### src/rtl/spi_master_4byte.sv
// ============================================================================
// Module      : spi_master_4byte
// Description : SPI master for the 4-byte frame protocol (32-bit LSB-first
//               frames, init frame then data frames per SS burst).
//               Optional macro SPIM_STATUS_CHECK_EN enables status/overrun
//               reporting on rsp_err.
// Revision    : 1.0 - initial release
// ============================================================================
`default_nettype none

module spi_master_4byte #(
    parameter int         CLK_DIV        = 4,
    parameter int         SS_SETUP       = 4,
    parameter int         FRAME_GAP      = 2,
    parameter logic [7:0] INIT_OPCODE    = 8'h01,
    parameter int         STATUS_ACK_BIT = 5
) (
    input  logic        clk,
    input  logic        reset,
    output logic        SPI_SCK,
    output logic        SPI_SS,
    output logic        SPI_MOSI,
    input  logic        SPI_MISO,
    input  logic        cmd_valid,
    output logic        cmd_ready,
    input  logic [7:0]  cmd_opcode,
    input  logic [23:0] cmd_data,
    input  logic        cmd_last,
    output logic        rsp_valid,
    input  logic        rsp_ack,
    output logic [31:0] rsp_data,
    output logic        rsp_err,
    output logic        busy
);

    typedef enum logic [2:0] {
        ST_IDLE       = 3'd0,
        ST_SS_SETUP   = 3'd1,
        ST_INIT_FRAME = 3'd2,
        ST_GAP        = 3'd3,
        ST_DATA_FRAME = 3'd4,
        ST_SS_HOLD    = 3'd5
    } state_t;

    localparam int          C_GAP_CLKS     = (FRAME_GAP * CLK_DIV > 0) ? FRAME_GAP * CLK_DIV : 1;
    localparam logic [7:0]  c_div_last     = 8'(CLK_DIV - 1);
    localparam logic [15:0] c_setup        = 16'(SS_SETUP);
    localparam logic [15:0] c_setup_last   = 16'(SS_SETUP - 1);
    localparam logic [15:0] c_gap_last     = 16'(C_GAP_CLKS - 1);

    state_t      state_q, state_d;
    logic [7:0]  div_q, div_d;
    logic [4:0]  bit_q, bit_d;
    logic [15:0] cnt_q, cnt_d;
    logic        sck_q, sck_d;
    logic        ss_q, ss_d;
    logic        mosi_q, mosi_d;
    logic [31:0] tx_q, tx_d;
    logic [31:0] rx_q, rx_d;
    logic [7:0]  op_q, op_d;
    logic [23:0] data_q, data_d;
    logic        last_q, last_d;
    logic        have_q, have_d;
    logic        cmd_ready_q, cmd_ready_d;
    logic        rsp_valid_q, rsp_valid_d;
    logic [31:0] rsp_data_q, rsp_data_d;
`ifdef SPIM_STATUS_CHECK_EN
    logic        rsp_err_q, rsp_err_d;
    logic        ovr_q, ovr_d;
`endif

    logic        w_hs;
    logic [31:0] w_rx_next;

    assign w_hs      = cmd_valid & cmd_ready_q;
    assign w_rx_next = {SPI_MISO, rx_q[31:1]};

    always_comb begin
        state_d     = state_q;
        div_d       = div_q;
        bit_d       = bit_q;
        cnt_d       = cnt_q;
        sck_d       = sck_q;
        ss_d        = ss_q;
        mosi_d      = mosi_q;
        tx_d        = tx_q;
        rx_d        = rx_q;
        op_d        = op_q;
        data_d      = data_q;
        last_d      = last_q;
        have_d      = have_q;
        rsp_valid_d = rsp_valid_q;
        rsp_data_d  = rsp_data_q;
`ifdef SPIM_STATUS_CHECK_EN
        rsp_err_d   = rsp_err_q;
        ovr_d       = ovr_q;
`endif

        if (w_hs) begin
            op_d   = cmd_opcode;
            data_d = cmd_data;
            last_d = cmd_last;
            have_d = 1'b1;
        end

        if (rsp_valid_q && rsp_ack) begin
            rsp_valid_d = 1'b0;
`ifdef SPIM_STATUS_CHECK_EN
            ovr_d       = 1'b0;
`endif
        end

        case (state_q)
            ST_IDLE: begin
                // cnt_q counts SS-high time so back-to-back bursts keep SS high long enough
                if (w_hs) begin
                    state_d = ST_SS_SETUP;
                    ss_d    = 1'b0;
                    cnt_d   = 16'd0;
                end else if (cnt_q < c_setup) begin
                    cnt_d = cnt_q + 16'd1;
                end
            end
            ST_SS_SETUP: begin
                if (cnt_q >= c_setup_last) begin
                    state_d = ST_INIT_FRAME;
                    tx_d    = {24'h0, INIT_OPCODE};
                    mosi_d  = INIT_OPCODE[0];
                    div_d   = 8'd0;
                    bit_d   = 5'd0;
                end else begin
                    cnt_d = cnt_q + 16'd1;
                end
            end
            ST_INIT_FRAME, ST_DATA_FRAME: begin
                if (div_q == c_div_last) begin
                    div_d = 8'd0;
                    if (!sck_q) begin
                        sck_d = 1'b1;
                    end else begin
                        sck_d = 1'b0;
                        rx_d  = w_rx_next;
                        if (bit_q == 5'd31) begin
                            bit_d  = 5'd0;
                            mosi_d = 1'b0;
                            cnt_d  = 16'd0;
                            if (state_q == ST_INIT_FRAME) begin
                                state_d = ST_GAP;
                            end else begin
                                rsp_valid_d = 1'b1;
                                rsp_data_d  = w_rx_next;
`ifdef SPIM_STATUS_CHECK_EN
                                ovr_d       = rsp_valid_q & ~rsp_ack;
                                rsp_err_d   = ~w_rx_next[STATUS_ACK_BIT] | ovr_d;
`endif
                                state_d     = last_q ? ST_SS_HOLD : ST_GAP;
                            end
                        end else begin
                            bit_d  = bit_q + 5'd1;
                            tx_d   = {1'b0, tx_q[31:1]};
                            mosi_d = tx_q[1];
                        end
                    end
                end else begin
                    div_d = div_q + 8'd1;
                end
            end
            ST_GAP: begin
                // SCK idles low here for as long as no follow-up command is pending
                if (cnt_q < c_gap_last) begin
                    cnt_d = cnt_q + 16'd1;
                end else if (have_q) begin
                    state_d = ST_DATA_FRAME;
                    tx_d    = {data_q, op_q};
                    mosi_d  = op_q[0];
                    have_d  = 1'b0;
                    div_d   = 8'd0;
                    bit_d   = 5'd0;
                end
            end
            ST_SS_HOLD: begin
                if (cnt_q >= c_setup_last) begin
                    state_d = ST_IDLE;
                    ss_d    = 1'b1;
                    cnt_d   = 16'd0;
                end else begin
                    cnt_d = cnt_q + 16'd1;
                end
            end
            default: state_d = ST_IDLE;
        endcase

        cmd_ready_d = ((state_d == ST_IDLE) && (cnt_d >= c_setup)) ||
                      ((state_d == ST_GAP) && !have_d);
    end

    always_ff @(posedge clk) begin
        if (!reset) begin
            state_q     <= ST_IDLE;
            div_q       <= 8'd0;
            bit_q       <= 5'd0;
            cnt_q       <= c_setup;
            sck_q       <= 1'b0;
            ss_q        <= 1'b1;
            mosi_q      <= 1'b0;
            tx_q        <= 32'd0;
            rx_q        <= 32'd0;
            op_q        <= 8'd0;
            data_q      <= 24'd0;
            last_q      <= 1'b0;
            have_q      <= 1'b0;
            cmd_ready_q <= 1'b0;
            rsp_valid_q <= 1'b0;
            rsp_data_q  <= 32'd0;
`ifdef SPIM_STATUS_CHECK_EN
            rsp_err_q   <= 1'b0;
            ovr_q       <= 1'b0;
`endif
        end else begin
            state_q     <= state_d;
            div_q       <= div_d;
            bit_q       <= bit_d;
            cnt_q       <= cnt_d;
            sck_q       <= sck_d;
            ss_q        <= ss_d;
            mosi_q      <= mosi_d;
            tx_q        <= tx_d;
            rx_q        <= rx_d;
            op_q        <= op_d;
            data_q      <= data_d;
            last_q      <= last_d;
            have_q      <= have_d;
            cmd_ready_q <= cmd_ready_d;
            rsp_valid_q <= rsp_valid_d;
            rsp_data_q  <= rsp_data_d;
`ifdef SPIM_STATUS_CHECK_EN
            rsp_err_q   <= rsp_err_d;
            ovr_q       <= ovr_d;
`endif
        end
    end

    assign SPI_SCK   = sck_q;
    assign SPI_SS    = ss_q;
    assign SPI_MOSI  = mosi_q;
    assign cmd_ready = cmd_ready_q;
    assign rsp_valid = rsp_valid_q;
    assign rsp_data  = rsp_data_q;
    assign busy      = (state_q != ST_IDLE);
`ifdef SPIM_STATUS_CHECK_EN
    assign rsp_err   = rsp_err_q;
`else
    assign rsp_err   = 1'b0;
`endif

endmodule

`default_nettype wire

### config.mk
export PLATFORM = sky130hd
export DESIGN_NAME = spi_master_4byte
export DESIGN_NICKNAME = d
export VERILOG_FILES = /design/src/rtl/spi_master_4byte.sv
export SDC_FILE = /design/constraint.sdc
export NUM_CORES = 1
export LEC_CHECK = 0
export ABC_AREA = 1
export CORE_MARGIN = 2
export CORE_UTILIZATION = 50
export CTS_BUF_LIST = sky130_fd_sc_hd__clkbuf_4 sky130_fd_sc_hd__clkbuf_8 sky130_fd_sc_hd__clkbuf_16
export CTS_CLUSTER_SIZE = 8
export DETAILED_ROUTE_END_ITERATION = 16
export GPL_ROUTABILITY_DRIVEN = 0
export GPL_TIMING_DRIVEN = 0
export MAX_ROUTING_LAYER = met4
export PLACE_DENSITY = 0.75
export SETUP_SLACK_MARGIN = 0.4
export SLEW_MARGIN = 20
export SYNTH_ARGS = -nofsm -noshare
export SYNTH_HDL_FRONTEND = slang
export SYNTH_SLANG_ARGS = --single-unit
### constraint.sdc
create_clock -name clk -period 2 [get_ports clk]
set_clock_uncertainty 0.05 [all_clocks]
set_input_delay 0.4 -clock clk [delete_from_list [all_inputs] [get_ports clk]]
set_output_delay 0.4 -clock clk [all_outputs]
set_load 0.01 [all_outputs]
## Yosys cells after proc, flatten, opt, wreduce, memory -nomap -nowiden

Cells that the tools add are included.

| storage, ports and cells | value |
|---|---|
| register bits | 167 |
| bits of input ports | 38 |

| operators by class | value |
|---|---|
| reductions and logical operators | 18 |
| $add $sub $neg | 3 |
| muxes and demuxes | 59 |
| equal/unequal tests | 16 |
| $lt $le $gt $ge | 4 |
| bitwise operators | 2 |

Operators by type and width:

| kind | count |
|---|---|
| 2-to-1 mux 32 bit | 6 |
| 2-to-1 mux 16 bit | 8 |
| one-hot mux 32 bit (3 select lines) | 1 |
| one-hot mux 16 bit (5 select lines) | 1 |
| less-than comparator 16 x 3 -> 1 bit (second input constant) | 2 |
| 2-to-1 mux 8 bit | 4 |
| 2-to-1 mux 3 bit | 10 |
| 2-to-1 mux 5 bit | 6 |
| one-hot mux 8 bit (3 select lines) | 1 |
| 2-to-1 mux 1 bit | 18 |
| adder 16 x 1 -> 16 bit (second input constant) | 1 |
| >= comparator 16 x 2 -> 1 bit (second input constant) | 1 |
| >= comparator 16 x 3 -> 1 bit (second input constant) | 1 |
| != test 2 bit (second input constant) | 8 |
| one-hot mux 3 bit (5 select lines) | 1 |
| one-hot mux 5 bit (3 select lines) | 1 |
| equality test 3 x 2 -> 1 bit (second input constant) | 3 |
| adder 8 x 1 -> 8 bit (second input constant) | 1 |
| equality test 8 x 2 -> 1 bit (second input constant) | 1 |
| AND reduction 7 bit | 1 |
| equality test 3 bit (second input constant) | 2 |
| logical NOT 3 bit | 2 |
| AND reduction 3 bit | 2 |
| AND reduction 6 bit | 1 |
| other kinds (16) | 19 |

## Logic depth before layout (Yosys ltp)

Gate-level depths: netlist of the first run.

| logic depth | value |
|---|---|
| depth after elaboration | 9 |
| mapped depth | 17 |
| gate-level depth less buffers | 17 |

## Least setup slack after synthesis of the first run

OpenSTA, ideal clock, no wires.

| timing | value |
|---|---|
| kind | reg-to-reg |
| from | register bit_q[0] |
| to | register cmd_ready_q, in the netlist cmd_ready |
| arrival | 1.889 ns |
| stages on the path, launching flop included | 17 |
| library setup time | 0.112 ns |
| data required time | 1.838 ns |
| setup slack | -0.051 ns |
| cell sequence | dfxtp_1 > ha_1 > inv_1 > nor3_1 > ha_1 > inv_1 > nand2_1 > nand3_1 > nor2_2 > nand2_2 > buf_2 > o22ai_1 > nand2_1 > nor2_1 > nand2_1 > nand2_1 > nand2_1 |

| on the way | value |
|---|---|
| cells in the longest elaborated chain, start to end | 8 |
| elaborated cells between the ends (all ways) | 15 |

RTL lines:

| item | RTL line | RTL |
|---|---|---|
| start: declaration | 53 | `logic [4:0] bit_q, bit_d;` |
| start signal: assignment | 222 | `bit_q <= bit_d;` |
| equality test 5 bit * | 143 | `if (bit_q == 5'd31) begin` |
| 2-to-1 mux 16 bit / 2-to-1 mux 3 bit (equally long branches) | 143 |  |
| 2-to-1 mux 16 bit / 2-to-1 mux 3 bit (equally long branches) | 138 | `if (!sck_q) begin` |
| 2-to-1 mux 16 bit / 2-to-1 mux 3 bit (equally long branches) | 136 | `if (div_q == c_div_last) begin` |
| one-hot mux 16 bit (5 select lines) / one-hot mux 3 bit (5 select lines) (equally long branches) | 113 | `case (state_q)` |
| >= comparator 16 x 3 -> 1 bit (tied with other cells) | 193 | `cmd_ready_d = ((state_d == ST_IDLE) && (cnt_d >= c_setup)) \|\|` |
| logical AND 1 bit (on tied branches) | 193, 194 |  |
| logical OR 1 bit * | 193 |  |
| end signal: assignment | 233 | `cmd_ready_q <= cmd_ready_d;` |
| end: declaration | 64 | `logic cmd_ready_q, cmd_ready_d;` |

Mark *: on every way between the ends. The rest lies on a longest branch, timed or not.
A chain may end at the register's enable or synchronous reset.

## Worst setup path in the final report of the first run

Ends and elaborated chain as after synthesis.

==> results of run 1 <==
==> area by class of cell <==
type                            instances  area, sq um  area share
Multi-Input combinational cell        617         3827      0.3716
Buffer                                 55        459.2     0.04459
Timing Repair Buffer                  150         1538      0.1493
Inverter                               80        326.6     0.03171
Sequential cell                       165         3334      0.3238
Clock buffer                           21        467.9     0.04544
Tap cell                              176        220.2     0.02138
Clock inverter                         11        125.1     0.01215
==> logic make-up (layout without fill, tap and decap cells) <==
| logic type | after synthesis | in the layout | share of synthesized area |
|---|---|---|---|
| AO/OA/AOI/OAI | 269 | 270 | 0.2144 |
| XOR/XNOR | 2 | 2 | 0.002580 |
| adder cells (fa/ha/maj) | 5 | 5 | 0.009211 |
| buffers and inverters | 135 | 317 | 0.08032 |
| flip-flops | 165 | 165 | 0.4864 |
| other | 1 | 1 | 0.0005522 |
| AND/OR/NAND/NOR | 339 | 339 | 0.2065 |
==> registers in the layout, summed over array words and instances (netlist names) <==
| signal | flops |
|---|---|
| div_q | 8 |
| cnt_q | 16 |
| last_q | 1 |
| SPI_MOSI | 1 |
| cmd_ready | 1 |
| rsp_valid | 1 |
| rx_q | 31 |
| tx_q | 31 |
| bit_q | 5 |
| SPI_SCK | 1 |
| SPI_SS | 1 |
| data_q | 24 |
| rsp_data | 32 |
| have_q | 1 |
| op_q | 8 |
| state_q | 3 |
==> synthesized netlist by cell type (5+ instances only) <==
| cell | instances | area [sq um] |
|---|---|---|
| nor2_1 | 184 | 690.7 |
| dfxtp_1 | 165 | 3303 |
| o21ai_0 | 115 | 575.6 |
| nand2_1 | 94 | 352.8 |
| a21oi_1 | 76 | 380.4 |
| inv_1 | 74 | 277.8 |
| clkbuf_1 | 42 | 157.7 |
| o21ai_1 | 35 | 175.2 |
| a22oi_1 | 31 | 232.7 |
| nand3_1 | 29 | 145.1 |
| nor3_1 | 11 | 55.05 |
| buf_2 | 7 | 35.03 |
| ha_1 | 5 | 62.56 |
| inv_2 | 5 | 18.77 |
==> per-layer routing <==
metal | share of wire | wire length, um | vias to the layer above | GRT usage
met2 | 0.49 | 11720 | 423 | 0.4732
met3 | 0.074 | 1764 | 124 | 0.06085
met4 | 0.052 | 1244 | 0 | 0.1170
met5 | 0 | 0 | - | -
li1 | - | - | 3374 | -
met1 | 0.38 | 9176 | 3562 | 0.3421
==> through the flow <==
step | hold WS (ns) | setup TNS, ns | instance area (sq um) | total power [mW] | instances
after detailed placement | 0.3863 | -14.54 | 7860 | 5.854 | 1166
after CTS | 0.3935 | -1.490 | 9704 | 9.947 | 1251
after global routing | 0.4099 | -18.88 | 10300 | 11.15 | 1275
after floorplan | 0.3900 | 0 | 6899 | 5.324 | 916
final | 0.3940 | -14.14 | 10300 | 10.80 | 1275
after global placement | 0.3831 | -13.39 | 7860 | 5.820 | 1166
==> path summary, 6_finish.rpt <==
| path | from | to | slack, ns | depth (start not counted) |
|---|---|---|---|---|
| worst min-delay path | rsp_data[15] | rsp_data[15] | 0.39 | 2 |
| worst min register to register | rsp_data[15] | rsp_data[15] | 0.39 | 2 |
| worst max register to register | bit_q[0] | cmd_ready | -0.29 | 16 |
| worst max-delay path | bit_q[0] | cmd_ready | -0.29 | 16 |
==> what timing repair did <==
item	4_1_cts	5_1_grt
gates cloned	14	1
buffers inserted	39	23
gates resized for setup	286	113
pin swaps	43	54
setup endpoints to repair	201	155
==> where the power goes <==
group	switching (mW)	internal [mW]	leakage [nW]
registers	0.347	3.74	1.35
logic	1.84	1.54	2.64
clock network	1.41	1.94	0.296
total	3.59	7.21	4.29
==> worst max-delay path, cell delays in order (launching register included) <==
cell	delay [ns]
dfxtp_2	0.36
ha_4	0.14
inv_2	0.05
nor3_2	0.18
ha_2	0.25
inv_4	0.07
nand2_4	0.10
nand3_4	0.08
nor2_4	0.19
nand2_4	0.09
buf_6	0.14
o22ai_2	0.09
nand2_1	0.08
nor2_2	0.10
nand2_1	0.10
nand2_1	0.08
nand2_1	0.04
==> run_summary.xml, run 1 <==
<?xml version="1.0" encoding="UTF-8"?>
<metrics>
  <group name="floorplan">
    <metric name="die_width" unit="um">120.5</metric>
    <metric name="core_area" unit="sq mm">0.01324</metric>
    <metric name="floorplan.die_area" unit="sq mm">0.01453</metric>
    <metric name="io-pin-count" unit="">77</metric>
    <metric name="die_height" unit="um">120.5</metric>
    <metric name="start_util" unit="">0.5128</metric>
    <metric name="row_count" unit="">42</metric>
  </group>
  <group name="grt">
    <metric name="grt_pass1_vias" unit="">6565</metric>
    <metric name="grt_use_total" unit="">0.2868</metric>
    <metric name="antenna_found_initial" unit="">0</metric>
    <metric name="sum_of_overflow_across_all_layers_after_global_routing" unit="">0</metric>
    <metric name="grt_pass1_wl" unit="mm">32.04</metric>
    <metric name="grt_max_degree" unit="">17</metric>
  </group>
  <group name="clock_tree">
    <metric name="cts_tree" unit="">built</metric>
    <metric name="cts_max_level" unit="">4</metric>
    <metric name="cts_made_buffers" unit="">17</metric>
    <metric name="library_cell_used_as_clock_root_buffer" unit="">clkbuf_16</metric>
    <metric name="cts.reportedPaths.clkPinSlew" unit="ns">0.07</metric>
    <metric name="cts_hold_buffers" unit="">0</metric>
    <metric name="cts.path.max_buffers" unit="">2</metric>
    <metric name="worst_skew_pair.late_latency" unit="ns">0.45</metric>
    <metric name="cts_sinks" unit="">165</metric>
  </group>
  <group name="final_layout">
    <metric name="share_of_cells_above_drive_strength_1" unit="">0.3194</metric>
    <metric name="mostFrequentLayoutCell" unit="">nor2_1</metric>
    <metric name="layout_common_cells" unit="">169 x nor2_1, 150 x dfxtp_1, 73 x nand2_1, 71 x o21ai_0, 63 x inv_1</metric>
    <metric name="flow.area_growth_from_synthesis" unit="%">51.64</metric>
    <metric name="final.fill_count" unit="">827</metric>
    <metric name="insertedDiodeCount" unit="">0</metric>
    <metric name="finalCoreUtilization" unit="">0.7777</metric>
    <metric name="final_nets" unit="">1129</metric>
  </group>
  <group name="flow_run">
    <metric name="max_cap_viol_count" unit="">0</metric>
  </group>
  <group name="detailed_routing">
    <metric name="drt_drc_violations_left" unit="">0</metric>
    <metric name="route.final.wire_length" unit="mm">23.90</metric>
    <metric name="route.detailed.wl_per_inst" unit="um">18.75</metric>
    <metric name="number_of_violations_reported_at_the_end_of_detailed_routing_iteration_0" unit="">701</metric>
    <metric name="drt-pass1-iter-count" unit="">7</metric>
    <metric name="post_drt_via_cell_ratio" unit="">5.869</metric>
    <metric name="num_vias" unit="">7483</metric>
    <metric name="ant_nets" unit="">0</metric>
  </group>
  <group name="power_and_ir_drop">
    <metric name="ir_drop" unit="mV">0.7850</metric>
    <metric name="power.density_cell_area" unit="mW/mm^2">1048</metric>
    <metric name="power_leakage" unit="nW">4.286</metric>
  </group>
  <group name="synthesis">
    <metric name="ys_ff_latch" unit="">165</metric>
    <metric name="async_reset_ff_frac" unit="">0</metric>
    <metric name="synthDistinctLibCells" unit="">36</metric>
    <metric name="yosysSeqAreaShare" unit="">0.4864</metric>
    <metric name="syn-cell-area" unit="sq mm">0.006792</metric>
    <metric name="synth-main-ff-cell" unit="">dfxtp_1</metric>
    <metric name="postSynthCellCount" unit="">916</metric>
    <metric name="postSynthAreaPerCell" unit="sq um">7.414</metric>
    <metric name="synth.yosys.warnings" unit="">0</metric>
    <metric name="number_of_enable_type_register_cells_in_the_synthesized_netlist" unit="">0</metric>
    <metric name="postSynthNetCount" unit="">959</metric>
  </group>
  <group name="placed_design">
    <metric name="hpwlAfterDp" unit="mm">10.91</metric>
    <metric name="place.port_buffers" unit="">74</metric>
    <metric name="preCtsSetupSlack" unit="ns">-0.3892</metric>
  </group>
  <group name="sta">
    <metric name="total_count_of_max_transition_violations_in_the_final_report" unit="">0</metric>
    <metric name="timing.final.crit_share" unit="">1.145</metric>
    <metric name="final_critical_path_setup_slack" unit="ns">-0.2901</metric>
    <metric name="hold_viol" unit="">0</metric>
    <metric name="worst_slew_margin_rel" unit="">0.3728</metric>
    <metric name="rsz0062_at_grt" unit="">true</metric>
    <metric name="timing.final.crit_period" unit="ns">2.290</metric>
    <metric name="fmax" unit="MHz">436.7</metric>
    <metric name="report.final.setup_viol" unit="">113</metric>
    <metric name="worst_pin_slew" unit="ns">0.9409</metric>
  </group>
  <group name="worst_setup_path">
    <metric name="timing.critical_path.required" unit="ns">2.30</metric>
    <metric name="cp_data_arrival_time" unit="ns">2.59</metric>
    <metric name="worstSetupPathType" unit="">reg -&gt; reg</metric>
    <metric name="worstSetupEndpointType" unit="">register</metric>
    <metric name="critPathLaunchType" unit="">register</metric>
    <metric name="crit_fanout" unit="">5</metric>
  </group>
  <group name="hold_path">
    <metric name="timing.hold.worst.class" unit="">reg -&gt; reg</metric>
  </group>
  <group name="outcome">
    <metric name="failed_checks" unit="">negative setup slack</metric>
    <metric name="outcome" unit="">finished, violations left</metric>
  </group>
</metrics>
(Power assumes the default switching activity.)
==> run 2, diff against run 1 <==
Settings changed: CORE_MARGIN 2 to default.
==> run 2 against run 1 <==
Net effect: the flow still finishes with violations (negative setup slack); final cell count decreased by 1.3%; utilization fell by 2.2 points; maximum frequency fell by 2.5%; critical path type unchanged.
==> run_summary.xml, run 2 (synthesis results as in run 1) <==
<?xml version="1.0" encoding="UTF-8"?>
<metrics>
  <group name="hold_path">
    <metric name="timing.hold.worst_endpoint" unit="">rsp_data[8]</metric>
    <metric name="hold_path.startpoint" unit="">rsp_data[8]</metric>
    <metric name="worst_hold_path.num_cells" unit="">2</metric>
    <metric name="timing.hold.worst.class" unit="">reg -&gt; reg</metric>
  </group>
  <group name="final_layout">
    <metric name="share_of_cells_above_drive_strength_1" unit="">0.2828</metric>
    <metric name="layout_common_cells" unit="">172 x nor2_1, 152 x dfxtp_1, 78 x nand2_1, 74 x o21ai_0, 63 x inv_1</metric>
    <metric name="insertedDiodeCount" unit="">0</metric>
    <metric name="flip_flop_count_of_the_largest_register_after_layout" unit="">32</metric>
    <metric name="mostFrequentLayoutCell" unit="">nor2_1</metric>
    <metric name="final_nets" unit="">1114</metric>
    <metric name="layout.cell_area.non_filler" unit="sq mm">0.01001</metric>
    <metric name="flow.area_growth_from_synthesis" unit="%">47.44</metric>
  </group>
  <group name="worst_setup_path">
    <metric name="critPathLaunchType" unit="">register</metric>
    <metric name="cp.buffers_inverters" unit="">6</metric>
    <metric name="r2r-start" unit="">bit_q[0]</metric>
    <metric name="critical_path.max_stage_delay" unit="ns">0.37</metric>
    <metric name="worstSetupPathType" unit="">reg -&gt; reg</metric>
    <metric name="worstSetupEndpointType" unit="">register</metric>
    <metric name="timing.critical_path.cells" unit="">ha_4 -&gt; inv_2 -&gt; nor3_2 -&gt; ha_2 -&gt; buf_4 -&gt; buf_6 -&gt; nand3_2 -&gt; or2_4 -&gt; clkbuf_16 -&gt; buf_12 -&gt; buf_16 -&gt; a21oi_2</metric>
    <metric name="crit_fanout" unit="">8</metric>
    <metric name="reg2reg_to" unit="">rsp_data[28]</metric>
    <metric name="r2r_slack" unit="ns">-0.35</metric>
    <metric name="rr_worst_depth" unit="">12</metric>
    <metric name="critical_path.slowest_cell" unit="">dfxtp_4</metric>
    <metric name="critPathTopFamily" unit="">buffers and inverters</metric>
    <metric name="cp_data_arrival_time" unit="ns">2.66</metric>
    <metric name="timing.critical_path.required" unit="ns">2.31</metric>
  </group>
  <group name="clock_tree">
    <metric name="cts_sinks" unit="">165</metric>
    <metric name="cts_hold_buffers" unit="">0</metric>
    <metric name="cts_made_buffers" unit="">17</metric>
    <metric name="cts_tree" unit="">built</metric>
    <metric name="cts_max_level" unit="">4</metric>
    <metric name="worst_skew_pair.late_latency" unit="ns">0.43</metric>
    <metric name="cts.reportedPaths.clkPinSlew" unit="ns">0.06</metric>
    <metric name="library_cell_used_as_clock_root_buffer" unit="">clkbuf_16</metric>
    <metric name="cts.path.max_buffers" unit="">2</metric>
  </group>
  <group name="sta">
    <metric name="fmax" unit="MHz">425.8</metric>
    <metric name="rsz0062_at_grt" unit="">true</metric>
    <metric name="timing.final.crit_period" unit="ns">2.349</metric>
    <metric name="total_count_of_max_transition_violations_in_the_final_report" unit="">0</metric>
    <metric name="timing.final.crit_share" unit="">1.174</metric>
    <metric name="hold_viol" unit="">0</metric>
    <metric name="report.final.setup_viol" unit="">86</metric>
    <metric name="worst_pin_slew" unit="ns">0.8463</metric>
    <metric name="worst_slew_margin_rel" unit="">0.4358</metric>
    <metric name="timing.hold.ws" unit="ns">0.3932</metric>
    <metric name="final_critical_path_setup_slack" unit="ns">-0.3486</metric>
  </group>
  <group name="grt">
    <metric name="sum_of_overflow_across_all_layers_after_global_routing" unit="">0</metric>
    <metric name="grt_pass1_vias" unit="">6609</metric>
    <metric name="grt_use_total" unit="">0.2884</metric>
    <metric name="antenna_found_initial" unit="">0</metric>
    <metric name="grt_pass1_wl" unit="mm">31.62</metric>
    <metric name="grt_max_degree" unit="">17</metric>
  </group>
  <group name="detailed_routing">
    <metric name="number_of_violations_reported_at_the_end_of_detailed_routing_iteration_0" unit="">746</metric>
    <metric name="post_drt_via_cell_ratio" unit="">5.621</metric>
    <metric name="route.detailed.wl_per_inst" unit="um">16.46</metric>
    <metric name="drt_drc_violations_left" unit="">0</metric>
    <metric name="route.final.wire_length" unit="mm">20.70</metric>
    <metric name="ant_nets" unit="">0</metric>
    <metric name="num_vias" unit="">7071</metric>
    <metric name="drt-pass1-iter-count" unit="">5</metric>
  </group>
  <group name="placed_design">
    <metric name="hpwlAfterDp" unit="mm">10.88</metric>
    <metric name="place.port_buffers" unit="">74</metric>
    <metric name="preCtsSetupSlack" unit="ns">-0.3819</metric>
    <metric name="dpl_cell_area" unit="sq mm">0.007860</metric>
  </group>
  <group name="floorplan">
    <metric name="row_count" unit="">42</metric>
    <metric name="die_width" unit="um">118.5</metric>
    <metric name="start_util" unit="">0.5128</metric>
    <metric name="die_height" unit="um">118.5</metric>
    <metric name="core_area" unit="sq mm">0.01324</metric>
    <metric name="io-pin-count" unit="">77</metric>
    <metric name="floorplan.die_area" unit="sq mm">0.01405</metric>
  </group>
  <group name="outcome">
    <metric name="outcome" unit="">finished, violations left</metric>
    <metric name="failed_checks" unit="">negative setup slack</metric>
  </group>
  <group name="power_and_ir_drop">
    <metric name="ir_drop" unit="mV">0.9697</metric>
    <metric name="power.density_cell_area" unit="mW/mm^2">1020</metric>
    <metric name="power_leakage" unit="nW">4.179</metric>
  </group>
  <group name="flow_run">
    <metric name="max_cap_viol_count" unit="">0</metric>
  </group>
</metrics>
run 2: worst reg2reg max path: stages (launching register included):
cell       delay (ns)
dfxtp_4          0.37
ha_4             0.13
inv_2            0.04
nor3_2           0.20
ha_2             0.26
buf_4            0.12
buf_6            0.09
nand3_2          0.11
or2_4            0.31
clkbuf_16        0.20
buf_12           0.13
buf_16           0.13
a21oi_2          0.13
run 2: worst max-delay path by stage:
stage	slack, ns	cells after the start	start	end
after floorplan	0.05	16	bit_q[0]	cmd_ready
after global placement	-0.34	16	cmd_valid	cmd_ready
after detailed placement	-0.38	16	cmd_valid	cmd_ready
after CTS	-0.13	17	bit_q[0]	cmd_ready
after global routing	-0.44	17	bit_q[1]	cmd_ready
final	-0.35	12	bit_q[0]	rsp_data[28]
run 2: through the flow:
stage / cells / setup TNS [ns] / util / power [mW]
floorplan: 916 / 0 / - / 5.324
global placement: 1166 / -12.33 / 0.5935 / 5.817
detailed placement: 1166 / -14.72 / 0.5935 / 5.850
CTS: 1246 / -1.273 / 0.7337 / 9.959
global route: 1258 / -22.03 / 0.7561 / 10.64
finish: 1258 / -16.53 / 0.7561 / 10.21
run 2: final cells by class:
| type | count | area, sq um |
|---|---|---|
| fill | 889 | 3229 |
| inverter | 80 | 321.6 |
| clock buffer | 24 | 490.5 |
| sequential | 165 | 3337 |
| tap | 176 | 220.2 |
| multi-input combinational | 616 | 3633 |
| buffer | 55 | 459.2 |
| timing repair buffer | 136 | 1480 |
| clock inverter | 6 | 71.32 |
run 2: what timing repair did:
item	in CTS	in global routing
pin swaps	34	32
gates resized for setup	287	75
endpoints found under the setup margin	199	164
hold endpoints to repair	0	0
gates cloned	13	0
buffers inserted	37	12
run 2: report_power, final:
group / switching (mW) / internal, mW
combinational: 1.61 / 1.42
clock: 1.28 / 1.85
sequential: 0.321 / 3.74
run 2: layer usage:
layer	vias up	global-route usage	wire [um]
li1	3339	-	-
met3	97	0.06371	1283
met1	3305	0.3444	8408
met5	-	-	0
met2	330	0.4624	10130
met4	0	0.1353	879
==> run 3, diff against run 2 <==
Settings changed: GPL_ROUTABILITY_DRIVEN 0 to 1.
==> results of run 3 <==
Same layout as run 2: the final DEF is identical, and so are final timing and power.
